File: src/rtl/timer_pkg.sv
// rtl/timer_pkg.sv - shared edge-select constants and conditioner state encoding
package timer_pkg;

    localparam logic [1:0] EDGE_NONE = 2'b00;
    localparam logic [1:0] EDGE_RISE = 2'b01;
    localparam logic [1:0] EDGE_FALL = 2'b10;
    localparam logic [1:0] EDGE_BOTH = 2'b11;

    typedef enum logic {
        STABLE  = 1'b0,
        QUALIFY = 1'b1
    } cond_state_t;

endpackage

File: src/rtl/extin_sync.sv
// rtl/extin_sync.sv - multi-stage synchroniser for the raw external pin
module extin_sync #(
    parameter int SYNC_STAGES = 2
) (
    input  logic clk,
    input  logic rst,
    input  logic ext_raw,
    output logic sync_q
);

    logic [SYNC_STAGES-1:0] chain;

    // Shift the raw pin through the flop chain; the last stage is the only safe consumer view.
    always_ff @(posedge clk or negedge rst) begin
        if (!rst) begin
            chain <= '0;
        end else begin
            chain <= {chain[SYNC_STAGES-2:0], ext_raw};
        end
    end

    assign sync_q = chain[SYNC_STAGES-1];

endmodule

File: src/rtl/extin_cond.sv
// rtl/extin_cond.sv - external input conditioner (sync, glitch filter, edge pulse); option EXTIN_EDGE_COUNT_EN
module extin_cond
    import timer_pkg::*;
#(
    parameter int FILT_W      = 8,
    parameter int SYNC_STAGES = 2
) (
    input  logic              clk,
    input  logic              rst,
    input  logic              ext_raw,
    input  logic [FILT_W-1:0] filt_len,
    input  logic [1:0]        edge_sel,
    output logic              ext_out,
    output logic              edge_pulse
`ifdef EXTIN_EDGE_COUNT_EN
    ,
    input  logic              cnt_clr,
    output logic [15:0]       edge_count
`endif
);

    logic              sync_q;
    cond_state_t       state, state_nxt;
    logic [FILT_W-1:0] qcnt, qcnt_nxt;
    logic              toggle;
    logic              pulse_nxt;
    logic              sel_rise, sel_fall;

    extin_sync #(
        .SYNC_STAGES(SYNC_STAGES)
    ) u_sync (
        .clk    (clk),
        .rst    (rst),
        .ext_raw(ext_raw),
        .sync_q (sync_q)
    );

    assign sel_rise = (edge_sel == EDGE_RISE) || (edge_sel == EDGE_BOTH);
    assign sel_fall = (edge_sel == EDGE_FALL) || (edge_sel == EDGE_BOTH);

    // Stability filter: a differing sync_q must persist for filt_len cycles before ext_out follows it.
    always_comb begin
        state_nxt = state;
        qcnt_nxt  = qcnt;
        toggle    = 1'b0;
        case (state)
            STABLE: begin
                if (sync_q != ext_out) begin
                    if (filt_len == '0) begin
                        toggle = 1'b1;
                    end else begin
                        state_nxt = QUALIFY;
                        qcnt_nxt  = FILT_W'(1);
                    end
                end
            end
            QUALIFY: begin
                if (sync_q == ext_out) begin
                    state_nxt = STABLE;
                    qcnt_nxt  = '0;
                end else if (qcnt >= filt_len) begin
                    toggle    = 1'b1;
                    state_nxt = STABLE;
                    qcnt_nxt  = '0;
                end else begin
                    qcnt_nxt  = qcnt + FILT_W'(1);
                end
            end
            default: begin
                state_nxt = STABLE;
                qcnt_nxt  = '0;
            end
        endcase
        pulse_nxt = toggle & ((~ext_out & sel_rise) | (ext_out & sel_fall));
    end

    // State, qualify counter, filtered level and the registered edge pulse.
    always_ff @(posedge clk or negedge rst) begin
        if (!rst) begin
            state      <= STABLE;
            qcnt       <= '0;
            ext_out    <= 1'b0;
            edge_pulse <= 1'b0;
        end else begin
            state      <= state_nxt;
            qcnt       <= qcnt_nxt;
            ext_out    <= ext_out ^ toggle;
            edge_pulse <= pulse_nxt;
        end
    end

`ifdef EXTIN_EDGE_COUNT_EN
    // Saturating count of emitted pulses; a clear that coincides with a pulse keeps that pulse.
    always_ff @(posedge clk or negedge rst) begin
        if (!rst) begin
            edge_count <= '0;
        end else if (cnt_clr) begin
            edge_count <= pulse_nxt ? 16'd1 : 16'd0;
        end else if (pulse_nxt && (edge_count != 16'hFFFF)) begin
            edge_count <= edge_count + 16'd1;
        end
    end
`endif

endmodule

File: config.mk
export PLATFORM = sky130hd
export DESIGN_NAME = extin_cond
export DESIGN_NICKNAME = d
export VERILOG_FILES = /design/src/rtl/timer_pkg.sv /design/src/rtl/extin_sync.sv /design/src/rtl/extin_cond.sv
export SDC_FILE = /design/constraint.sdc
export NUM_CORES = 1
export LEC_CHECK = 0
export BUFFER_PORTS_ARGS = -buffer_cell sky130_fd_sc_hd__buf_2
export CELL_PAD_IN_SITES_DETAIL_PLACEMENT = 0
export CELL_PAD_IN_SITES_GLOBAL_PLACEMENT = 1
export CORE_ASPECT_RATIO = 1.75
export CORE_UTILIZATION = 30
export DETAILED_ROUTE_END_ITERATION = 7
export GPL_TIMING_DRIVEN = 0
export HOLD_SLACK_MARGIN = 0.02
export PLACE_DENSITY_LB_ADDON = 0.12
export SYNTH_ARGS = -nofsm -noshare
export SYNTH_HDL_FRONTEND = slang
export SYNTH_HIERARCHICAL = 1
export SYNTH_SLANG_ARGS = --single-unit
File: constraint.sdc
create_clock -name clk -period 2.7 [get_ports clk]
set_input_delay 0.27 -clock clk [delete_from_list [all_inputs] [get_ports clk]]
set_output_delay 0.27 -clock clk [all_outputs]
set_load 0.01 [all_outputs]
==> results.cfg <==
[clock_network]
clk_pin_slew_ps = 60
post_cts_resized = 0
cts_buffer_depth = 2
cts_setup_buffers = 0
clk_latency_ps = 240
htreeDepth = 1
numCtsBuffers = 3
cts.sinks = 13
root_buffer = clkbuf_8
cts_tree = yes
hold_buffers = 1

[place]
hpwl_microns = 1470
place_ws_ps = 421
routabilityCongestion = 0.786
dp_cells = 128
io_buffers = 14

[synthesis]
async_reset_ff_share_pct = 100
ys_types = 29
ys.flop_type = dfrtp_1
avgSynthCellArea_sq_um = 9.72
ys_seq_elements = 13
yosysWarnings = 6
seq_area_frac_synth_pct = 38.5
synth_area_sq_um = 846
synth_edf_count = 0
synth_cells = 87
synth.net_count = 109

[timing]
fin_setup_tns_ps = 0
period_share_pct = 84.3
hold_violations = 0
holdWs_ps = 134
rsz0062_at_grt = no
slew_headroom_pct = 59.3
max_freq_mhz = 439
period_minus_slack_ps = 2280
worst_slack_ps = 423
finalMaxSlewViolations = 0
tightest_slew_ps = 607
setup_viol = 0
skew_ps = 2.84

[floorplan]
pin_count = 15
core-area_sq_um = 2690
die-area_sq_um = 3040
die_w_microns = 42.1
initial_utilization_pct = 31.4
rows = 25
die_h_microns = 72.2

[layout]
antenna_cells = 0
final_cells = 133
final_common_cell = buf_2
final_nets = 129
ff_latch_area_sq_um = 325
area_delta_synth_final_pct = 18.8
final_layout_size_suffix_gt1_share_pct = 29.2
multi_input_area_sq_um = 479
mostFrequentLayoutCells = 14 x buf_2, 13 x dfrtp_1, 9 x nand2_1, 9 x ha_1, 8 x inv_1
fill_cells = 293
fin_util_pct = 37.3

[detailed_routing]
ant_nets = 0
dr_total_vias = 682
wl_per_cell_microns = 14.1
first_iter_violations = 7
met1_length_microns = 801
route.top_layer_used = met4
remaining_drc_errors = 0
via_per_inst = 5.13
dr_wl_met3_microns = 39
route.met2.wl_microns = 1020
drt-total-wl_microns = 1880
firstDrtPassIters = 2

[worst_setup_path]
reg2reg_to = ext_out
startpoint = qcnt[0]
rr_startpoint = qcnt[0]
cp.required_ps = 2830
cp-end-kind = flip-flop
path_depth = 7
cp.arrival_ps = 2410
critPathMaxFanout = 5
crit_buf_inv = 1
cp-start-kind = flip-flop
crit_type = flip-flop to flip-flop
path_cells = inv_1 -> ha_1 -> nand2b_4 -> a2111o_1 -> a31o_2 -> a21boi_2 -> mux2_2
slowest_delay_ps = 440
cp-endpoint = ext_out
crit_path_top_delay_cell = dfrtp_1
regToRegSetupSlack_ps = 420
worst_r2r_path_depth = 7
cpLargestDelayFamily = compound AO/OA/AOI/OAI gates

[run_status]
status = complete, no violations

[grt]
grt_pass1_vias = 671
grt_max_degree = 14
grt_use_total_pct = 14.3
grt_pass1_wl_microns = 3190
overflow = 0
antenna_found_initial = 0

[power]
power.density_nw_per_um2 = 636
ir_worst_vdd_v = 0.000467
leakage_nw = 0.535

[worst_hold_path]
hp-class = primary input to flip-flop
hp-start = ext_raw

[job]
drv_cap = 0
==> power breakdown <==
group          total [mW]  switching, mW  internal (mW)  leakage (nW)
Clock               0.175         0.0704          0.104        0.0228
Combinational       0.204         0.0980          0.106         0.341
Sequential          0.260         0.0395          0.221         0.171
Total               0.639          0.208          0.431         0.535
==> cell usage after synthesis, types with 2 or more instances <==
cell type  count  area share (%)
dfrtp_1       13              38
ha_1           9              13
nand2_1        9             4.0
inv_1          8             3.6
nor2_1         6             2.7
a22o_2         5             5.9
a21oi_1        4             2.4
nand3b_1       4             3.6
nand3_1        3             1.8
o21ai_0        3             1.8
a21o_1         2             1.8
a21o_2         2             2.1
nor3_1         2             1.2
o21a_1         2             1.8
==> worst register-to-register path: cells and delay by family (launching register included) <==
| family | cells | cell delay, ps |
|---|---|---|
| AOI/OAI and AO/OA | 3 | 910 |
| DFF | 1 | 440 |
| muxes | 1 | 350 |
| adders and majority gates | 1 | 260 |
| and+or+nand+nor | 1 | 140 |
| buffers and inverters | 1 | 70 |
==> flip-flops by register name (all words and copies together) (netlist names) <==
name and flops:
ext_out 1, state 1, edge_pulse 1, qcnt 8
u_sync/chain 2
==> worst min-delay path by stage <==
| stage | cells past startpoint | end | slack (ps) |
|---|---|---|---|
| after floorplan | 0 | edge_pulse | -30 |
| after global placement | 1 | qcnt[7] | 180 |
| after detailed placement | 1 | qcnt[7] | 190 |
| after CTS | 1 | u_sync/chain[0] | 130 |
| final | 1 | u_sync/chain[0] | 130 |
| after global routing | 1 | u_sync/chain[0] | 120 |
==> through the flow <==
stage                     power (mW)  area (sq um)
after floorplan                0.406           846
after CTS                      0.651          1000
after global routing           0.689          1000
after global placement         0.458           950
final                          0.639          1000
after detailed placement       0.468           950
==> cells by family after synthesis <==
family	after synthesis	synth area share (%)
xor gates and xnor gates	1	1.04
DFF	13	38.5
muxes	1	1.33
and+or+nand+nor	31	19.2
AOI/OAI and AO/OA	23	21.7
buffers and inverters	9	4.88
adders and majority gates	9	13.3
==> layer usage <==
metal	vias up	track usage (%)
met1	324	15.6
met2	8	26.6
met5	-	0
li1	348	-
met4	0	6.25
met3	2	2.24
==> area by class of cell <==
class | count | area share (%)
inverters | 8 | 2.99
plain buffers | 1 | 1.12
flip-flops and latches | 13 | 32.4
clock buffers | 4 | 4.48
well taps | 27 | 3.36
multi-input cells | 65 | 47.7
repair buffers | 15 | 7.97
No activity file was read; power rests on OpenSTA's default activity.
